[src/rtl/serial_rx_framer.sv]
// serial_rx_framer: oversampled async serial receiver with a small word FIFO.
// Optional parity stage is enabled by defining SERIAL_RX_PARITY_EN.
//
// Parameters:
//   DATA_W      data bits per frame (5..16)
//   OVERSAMPLE  baud_tick pulses per bit period (even, 4..64)
//   FIFO_DEPTH  received-word buffer entries (power of two, 2..16)
// Ports:
//   clk, rst_n   clock, asynchronous active-low reset
//   din          serial line, idle high, asynchronous to clk
//   baud_tick    one-clk enable at OVERSAMPLE x baud rate
//   rx_data      FIFO head word, LSB received first
//   rx_valid     FIFO non-empty
//   rx_ready     consumer accepts head word
//   frame_err    pulse: stop bit sampled low
//   overrun      pulse: completed word dropped, FIFO full
//   parity_err   pulse: parity mismatch (parity build only)
//   busy         receiver not idle
module serial_rx_framer #(
    parameter int DATA_W     = 8,
    parameter int OVERSAMPLE = 16,
    parameter int FIFO_DEPTH = 4
) (
    input  logic              clk,
    input  logic              rst_n,
    input  logic              din,
    input  logic              baud_tick,
    output logic [DATA_W-1:0] rx_data,
    output logic              rx_valid,
    input  logic              rx_ready,
    output logic              frame_err,
    output logic              overrun,
    output logic              parity_err,
    output logic              busy
);

    localparam int CNT_W  = $clog2(OVERSAMPLE);
    localparam int BIT_W  = $clog2(DATA_W);
    localparam int PTR_W  = $clog2(FIFO_DEPTH);
    localparam int FCNT_W = PTR_W + 1;

    localparam logic [CNT_W-1:0]  HALF_M1  = CNT_W'(OVERSAMPLE / 2 - 1);
    localparam logic [CNT_W-1:0]  FULL_M1  = CNT_W'(OVERSAMPLE - 1);
    localparam logic [BIT_W-1:0]  LAST_BIT = BIT_W'(DATA_W - 1);
    localparam logic [FCNT_W-1:0] DEPTH    = FCNT_W'(FIFO_DEPTH);

    typedef enum logic [2:0] {
        S_IDLE,
        S_START,
        S_DATA,
`ifdef SERIAL_RX_PARITY_EN
        S_PARITY,
`endif
        S_STOP,
        S_BREAK
    } state_t;

    // ---------------------------------------------------------------
    // Input synchronizer. sync_vld marks when sync[1] holds a real
    // sample of din rather than its reset value; armed requires the
    // line to be seen high first, so a line that is already low at
    // reset release is not mistaken for a start bit.
    // ---------------------------------------------------------------
    logic [1:0] sync;
    logic [1:0] sync_vld;
    logic       armed;
    logic       din_s;

    assign din_s = sync[1];

    always_ff @(posedge clk or negedge rst_n) begin
        if (!rst_n) begin
            sync     <= 2'b11;
            sync_vld <= 2'b00;
            armed    <= 1'b0;
        end else begin
            sync     <= {sync[0], din};
            sync_vld <= {sync_vld[0], 1'b1};
            if (sync_vld[1] && din_s)
                armed <= 1'b1;
        end
    end

    // ---------------------------------------------------------------
    // Frame FSM
    // ---------------------------------------------------------------
    state_t            state;
    logic [CNT_W-1:0]  tick_cnt;
    logic [BIT_W-1:0]  bit_cnt;
    logic [DATA_W-1:0] shift_reg;
    logic              mid_bit;
    logic              stop_smp;
    logic              par_bad;
    logic              push;
    logic              pop;
    logic              full;
    logic [FCNT_W-1:0] count;

`ifdef SERIAL_RX_PARITY_EN
    logic par_bit;
    // Even parity: data bits plus parity bit must XOR to zero.
    assign par_bad = ^{shift_reg, par_bit};
`else
    assign par_bad = 1'b0;
`endif

    assign mid_bit  = (tick_cnt == FULL_M1);
    assign stop_smp = baud_tick && (state == S_STOP) && mid_bit;
    assign push     = stop_smp && din_s && !par_bad;
    assign pop      = rx_valid && rx_ready;
    assign full     = (count == DEPTH);

    always_ff @(posedge clk or negedge rst_n) begin
        if (!rst_n) begin
            state      <= S_IDLE;
            tick_cnt   <= '0;
            bit_cnt    <= '0;
            shift_reg  <= '0;
            frame_err  <= 1'b0;
            parity_err <= 1'b0;
            busy       <= 1'b0;
`ifdef SERIAL_RX_PARITY_EN
            par_bit    <= 1'b0;
`endif
        end else begin
            frame_err  <= 1'b0;
            parity_err <= 1'b0;
            if (baud_tick) begin
                unique case (state)
                    S_IDLE: begin
                        if (armed && !din_s) begin
                            state    <= S_START;
                            tick_cnt <= '0;
                            busy     <= 1'b1;
                        end
                    end
                    S_START: begin
                        if (tick_cnt == HALF_M1) begin
                            tick_cnt <= '0;
                            bit_cnt  <= '0;
                            if (din_s) begin
                                state <= S_IDLE;
                                busy  <= 1'b0;
                            end else begin
                                state <= S_DATA;
                            end
                        end else begin
                            tick_cnt <= tick_cnt + CNT_W'(1);
                        end
                    end
                    S_DATA: begin
                        if (mid_bit) begin
                            tick_cnt  <= '0;
                            shift_reg <= {din_s, shift_reg[DATA_W-1:1]};
                            bit_cnt   <= bit_cnt + BIT_W'(1);
                            if (bit_cnt == LAST_BIT) begin
`ifdef SERIAL_RX_PARITY_EN
                                state <= S_PARITY;
`else
                                state <= S_STOP;
`endif
                            end
                        end else begin
                            tick_cnt <= tick_cnt + CNT_W'(1);
                        end
                    end
`ifdef SERIAL_RX_PARITY_EN
                    S_PARITY: begin
                        if (mid_bit) begin
                            tick_cnt <= '0;
                            par_bit  <= din_s;
                            state    <= S_STOP;
                        end else begin
                            tick_cnt <= tick_cnt + CNT_W'(1);
                        end
                    end
`endif
                    S_STOP: begin
                        if (mid_bit) begin
                            tick_cnt <= '0;
                            // A low stop bit outranks a parity mismatch.
                            if (!din_s) begin
                                frame_err <= 1'b1;
                                state     <= S_BREAK;
                            end else begin
                                parity_err <= par_bad;
                                state      <= S_IDLE;
                                busy       <= 1'b0;
                            end
                        end else begin
                            tick_cnt <= tick_cnt + CNT_W'(1);
                        end
                    end
                    S_BREAK: begin
                        if (din_s) begin
                            state <= S_IDLE;
                            busy  <= 1'b0;
                        end
                    end
                    default: begin
                        state <= S_IDLE;
                        busy  <= 1'b0;
                    end
                endcase
            end
        end
    end

    // ---------------------------------------------------------------
    // Word FIFO. A push into a full FIFO is accepted only when the
    // head is popped on the same edge; otherwise the word is dropped.
    // ---------------------------------------------------------------
    logic [DATA_W-1:0] mem [FIFO_DEPTH];
    logic [PTR_W-1:0]  wr_ptr;
    logic [PTR_W-1:0]  rd_ptr;
    logic              do_push;

    assign do_push  = push && (!full || pop);
    assign rx_data  = mem[rd_ptr];
    assign rx_valid = (count != '0);

    always_ff @(posedge clk or negedge rst_n) begin
        if (!rst_n) begin
            wr_ptr  <= '0;
            rd_ptr  <= '0;
            count   <= '0;
            overrun <= 1'b0;
            for (int i = 0; i < FIFO_DEPTH; i++)
                mem[i] <= '0;
        end else begin
            overrun <= push && full && !pop;
            if (pop)
                rd_ptr <= rd_ptr + PTR_W'(1);
            if (do_push) begin
                mem[wr_ptr] <= shift_reg;
                wr_ptr      <= wr_ptr + PTR_W'(1);
            end
            if (do_push && !pop)
                count <= count + FCNT_W'(1);
            else if (!do_push && pop)
                count <= count - FCNT_W'(1);
        end
    end

endmodule

[config.mk]
export PLATFORM = sky130hd
export DESIGN_NAME = serial_rx_framer
export DESIGN_NICKNAME = d
export VERILOG_FILES = /design/src/rtl/serial_rx_framer.sv
export SDC_FILE = /design/constraint.sdc
export NUM_CORES = 1
export LEC_CHECK = 0
export BUFFER_PORTS_ARGS = -buffer_cell sky130_fd_sc_hd__buf_2
export CAP_MARGIN = 25
export CORE_MARGIN = 5
export CORE_UTILIZATION = 38
export DETAILED_ROUTE_END_ITERATION = 16
export PLACE_DENSITY_LB_ADDON = 0.3
export SYNTH_ARGS = -nofsm -noshare
export SYNTH_HDL_FRONTEND = slang
export SYNTH_SLANG_ARGS = --single-unit
export TNS_END_PERCENT = 10
[constraint.sdc]
create_clock -name clk -period 2.8 [get_ports clk]
set_input_delay 0.7 -clock clk [delete_from_list [all_inputs] [get_ports clk]]
set_output_delay 0.7 -clock clk [all_outputs]
set_load 0.005 [all_outputs]
# --- Word-level counts from Yosys, hierarchy flattened ---
# Cells that the tools add are included.
op_classes:
  muxes: 33
  reduce_logical: 28
  n_eq_ne: 14
  magnitude_cmp: 3
  bitwise: 3
  n_addsub: 6
ops:
  columns: ["op", "n"]
  rows:
  - ["3-bit 2-to-1 mux", 11]
  - ["32-bit bitwise mux", 1]
  - ["8-bit 2-to-1 mux", 3]
  - ["8-bit binary-select mux with 2-bit select", 1]
  - ["8-bit demux with 2-bit select", 1]
  - ["3-bit case mux with 5 select lines", 1]
  - ["1-bit logical AND", 12]
  - ["4-bit 2-to-1 mux", 3]
  - ["2-bit inequality test, second input constant", 6]
  - ["4-bit case mux with 3 select lines", 1]
  - ["3-bit equality test, second input constant", 3]
  - ["1-bit 2-to-1 mux", 8]
  - ["7-bit AND reduction", 1]
  - ["3-bit by 1-bit adder with 3-bit output, second input constant", 2]
  - ["3-bit by 2-bit equality test with 1-bit output, second input constant", 2]
  - ["3-bit greater-or-equal comparator, second input constant", 2]
  - ["2-bit NOT with 3-bit output", 2]
  - ["3-bit case mux with 2 select lines", 1]
  - ["3-bit AND reduction", 2]
  - ["3-bit nonzero test", 2]
  - ["1-bit case mux with 5 select lines", 1]
  - ["5-bit AND reduction", 1]
  - ["2-bit by 1-bit adder with 2-bit output, second input constant", 2]
  - ["4-bit by 1-bit adder with 4-bit output, second input constant", 1]
  - ["13 further kinds", 17]
totals:
  reg_bits: 65
  output_inout_bits: 13
  input_bits: 5

# --- Logic depth before layout (Yosys ltp) ---
logic_depth:
  ltp_word: 9
  ltp_mapped: 10
  mapped_depth_nobuf: 9

# --- Worst setup path before layout ---
# No wires, ideal clock.
synth_path:
  kind: "reg2reg"
  startpoint: "reg tick_cnt[0]"
  endpoint: "reg count[2]"
  slack_ns: 0.103
  path_stages_with_launch: 11
  t_arrival_ns: 2.618
  path_cell_list: "dfrtp_1 -> ha_1 -> buf_4 -> nand4_1 -> nor4_4 -> ha_1 -> inv_1 -> fa_1 -> xor2_1 -> nor2_1 -> xor2_1"
synth_between:
  elab_chain_cells: 7
  elab_cells_between_ends: 9
  classes_between: "eq/ne: 1; mux: 1; reduce/logical: 7"
synth_rtl:
  columns: ["item", "line_no", "rtl"]
  rows:
  - ["start: declaration", "88", "logic [CNT_W-1:0] tick_cnt;"]
  - ["start signal: assignment", "148", "tick_cnt <= tick_cnt + CNT_W'(1);"]
  - ["start signal: assignment", "164", "tick_cnt <= tick_cnt + CNT_W'(1);"]
  - ["start signal: assignment", "191", "tick_cnt <= tick_cnt + CNT_W'(1);"]
  - ["4-bit equality test (*)", "107", "assign mid_bit = (tick_cnt == FULL_M1);"]
  - ["1-bit logical AND (*)", "108", "assign stop_smp = baud_tick && (state == S_STOP) && mid_bit;"]
  - ["1-bit logical AND (*)", "109", "assign push = stop_smp && din_s && !par_bad;"]
  - ["1-bit logical AND (*)", "218", "assign do_push = push && (!full || pop);"]
  - ["via do_push", "216", "logic do_push;"]
  - ["1-bit zero test", "240", "else if (!do_push && pop)"]
  - ["1-bit logical AND", "240", null]
  - ["2-bit nonzero test (no line)", null, null]
  - ["end signal: assignment", "239", "count <= count + FCNT_W'(1);"]
  - ["end signal: assignment", "241", "count <= count - FCNT_W'(1);"]
  - ["end: declaration", "97", "logic [FCNT_W-1:0] count;"]
# Mark *: on every way through the listed nets, which the timed path passes. The rest lies on a longest branch.
# A chain may end at the register's enable or synchronous reset.

# --- Worst setup path after layout ---
layout_path:
  startpoint: "reg rd_ptr[0]"
  endpoint: "out rx_data[7]"
layout_between:
  elab_chain_cells: 4
layout_rtl:
  columns: ["item", "line_no", "rtl"]
  rows:
  - ["start: declaration", "215", "logic [PTR_W-1:0] rd_ptr;"]
  - ["start signal: assignment", "233", "rd_ptr <= rd_ptr + PTR_W'(1);"]
  - ["2-bit NOT with 3-bit output (not written as such)", "219", "assign rx_data = mem[rd_ptr];"]
  - ["8-bit binary-select mux with 2-bit select", "219", null]
  - ["8-bit 2-to-1 mux (not written as such) (2 in series)", "219", null]
  - ["end: declaration", "28", "output logic [DATA_W-1:0] rx_data,"]
# Every way passes these cells. The select of a mux whose other input is x is not followed.

==> results.md <==
- Yosys cell types: 43
- Die Footprint: 9780 um^2
- Setup slack after layout: 0.449 ns
- Number of port buffers: 16
- Max_cap viols: 0
- Drt drc: 0
- Worst slew margin: 64.5%
- Crit path from: rd_ptr[0]$_DFFE_PN0N_
- Height of the die: 98.9 um
- Hold buffers post-CTS: 0
- Placer Congestion: 0.761
- Antenna cells: 0
- Placeable Area: 7730 um^2
- Root Buffer Master: clkbuf_8
- Actual transition at the worst max-transition pin: 0.533 ns
- Sequential power share: 45.6%
- Maximum clock rate: 0.425 GHz
- Worst r2r dst: count[2]$_DFFE_PN0P_
- Number of I/O pins: 18
- Critical path startpoint category: register
- 1st-pass router iterations: 4
- Crit path arrival time: 1.65 ns
- Worst setup path end: rx_data[7]
- WL/cell: 14.8 um
- Grt met2 use: 18.0%
- Place WS: 0.349 ns
- Synth Register Bits: 65
- Largest net degree at the start of global routing: 66
- Max reg flops: 32
- First-pass GRT wire length: 8910 um
- Area grow syn2layout: 15.0%
- Crit Path Category: register to output port
- Drt via density: 5.01
- Met3 GRT Util: 2.48%
- Clock sink count: 65
- M1 GR Usage: 15.5%
- Finished Core Util: 44.7%
- Cell area after synthesis: 3000 um^2
- Grt peak-use layer: met2
- CTS tree: yes
- Worst Hold Class: register to register
- Syn_area_per_cell: 13.8 um^2
- Post-synth top area share: 52.5%
- Psw: 744 uW
- Slew Viols, Final: 0
- Row cnt: 32
- Layout cell share with drive strength beyond 1: 39.8%
- Initial antenna violation count: 0
- Post-synth top flop: dfrtp_1
- Drt total wl: 5210 um
- Initial Util: 38.9%
- Synth area leaders: dfrtp_1, mux2_2, mux4_2
- Final hold viol count: 0
- Post-route cell area: 3450 um^2
- Peak VDD IR: 0.000431 V
- Global Route Usage Sum: 11.9%
- Power share of the clock group: 35.5%
- Vias in the first global route: 1810
- Post-synth top cells: dfrtp_1, mux2_2, nand2_1
- Pwr Total: 2.53 mW
- Reg-to-reg slack, setup: 0.61 ns
- Status: finished clean
- Setup repair bufs after CTS: 0
- DRT antenna net count: 0
- Period utilization: 84.0%
- Critical Path RT: 2.10 ns
- Cell accounting for the most synthesized area: dfrtp_1
- Leak: 1.71 nW
- Net Sw Frac: 29.4%
- PD cells: 732 nW/um^2
- Most frequent cell after synthesis: dfrtp_1
- Seq/Total Area, Yosys: 54.3%
- Worst skew pair latency: 0.34 ns
- Clock transition at path regs: 0.07 ns
- Fin nets: 258
- Synth Instances: 218
- Gr ovfl total: 0
- Worst R2R Path Depth: 9
- Maximum clock insertion buffer count: 2
- RSZ-0062 raised after global routing: no
- HPWL after DPL: 3370 um
- Post-CTS resize count: 0
- Fraction of registers with async set/reset: 100%
- Worst Setup End Kind: output port
- Detailed Route Iter0 Violations: 82
- Warnings from Yosys: 0
- Die width: 98.9 um
- H-tree levels: 3
- DP Area: 3230 um^2
- Mapped Nets: 232
- EDFF count, synth: 0
- Comb power frac: 18.8%
- Total negative slack: 0 ns
- Int Pwr: 1.78 mW
- Clock buffer count from CTS: 9
- Worst r2r src: tick_cnt[0]$_DFFE_PN0P_
- Tmin final: 2.35 ns
- Total number of vias: 1760
- Max Fanout on Critical Path: 8
- Clock skew: 0.00731 ns
- Setup-failing EPs final: 0
## final cells by class
class                   count  area [um^2]
clock buffers              10          138
clock inverters             6         90.1
fillers                   703         4270
inverters                   6         22.5
multi-input cells         136         1280
flip-flops and latches     65         1630
well taps                 102          128
repair buffers             26          168
## worst max-delay path: stages, from the launching register on
cell,delay (ns)
dfrtp_1,0.38
buf_4,0.25
mux4_2,0.54
buf_2,0.15
## per-layer routing
metal  up-vias  wire length [um]
met5         -                 0
met4         0               137
met3         9               116
met2        18              2450
met1       896              2510
li1        837                 -
## cells in the final DEF (no fill, tap or decap), types with 2 or more instances in the layout
cell type   n
a31oi_1     2
o21ai_0    10
nor3_1      2
a21o_1      3
and3_1      2
clkbuf_8   10
mux2_2     41
a211o_1     2
nor4_1      2
xor2_1      2
buf_4       9
dfstp_2     2
mux2_1      2
ha_1        8
mux4_2      8
nand3_1     2
xnor2_1     5
inv_1       6
dfrtp_1    63
nand2_4     4
conb_1      2
buf_2      16
nand4_1     3
nand2_1    11
bufinv_16   2
nor3b_1     2
nand2b_1    2
nor2_1      6
## through the flow
stage | hold slack [ns] | cells
finish | 0.351 | 351
global route | 0.366 | 351
CTS | 0.353 | 351
detailed placement | 0.336 | 335
global placement | 0.336 | 335
floorplan | 0.331 | 218
## power by group through the flow
| stage | clock network, mW | logic [mW] | registers [mW] |
|---|---|---|---|
| 2_1_floorplan | 0 | 0.409 | 1.09 |
| 3_3_place_gp | 0 | 0.470 | 1.17 |
| 3_5_place_dp | 0 | 0.481 | 1.17 |
| 4_1_cts | 0.932 | 0.482 | 1.15 |
| 5_1_grt | 0.974 | 0.535 | 1.17 |
| 6_report | 0.898 | 0.476 | 1.15 |
## worst min-delay path by stage
stage                                     start                    end  slack, ns  depth (start not counted)
after floorplan           sync_vld[0]$_DFF_PN0_  sync_vld[1]$_DFF_PN0_       0.33                          0
after global placement    sync_vld[0]$_DFF_PN0_  sync_vld[1]$_DFF_PN0_       0.34                          0
after detailed placement  sync_vld[0]$_DFF_PN0_  sync_vld[1]$_DFF_PN0_       0.34                          0
after CTS                 sync_vld[0]$_DFF_PN0_  sync_vld[1]$_DFF_PN0_       0.35                          0
after global routing          sync[0]$_DFF_PN1_      sync[1]$_DFF_PN1_       0.37                          0
final                     sync_vld[0]$_DFF_PN0_  sync_vld[1]$_DFF_PN0_       0.35                          0
## logic make-up after synthesis
group	after synthesis	synth area share, %
buffers and inverters	17	3.12
muxes	51	22.1
xor gates and xnor gates	7	2.04
DFF	65	54.2
and+or+nand+nor	44	9.25
AOI/OAI and AO/OA	23	4.96
other	2	0.250
adders and majority gates	9	4.00
Power figures use the tool's default switching activity.
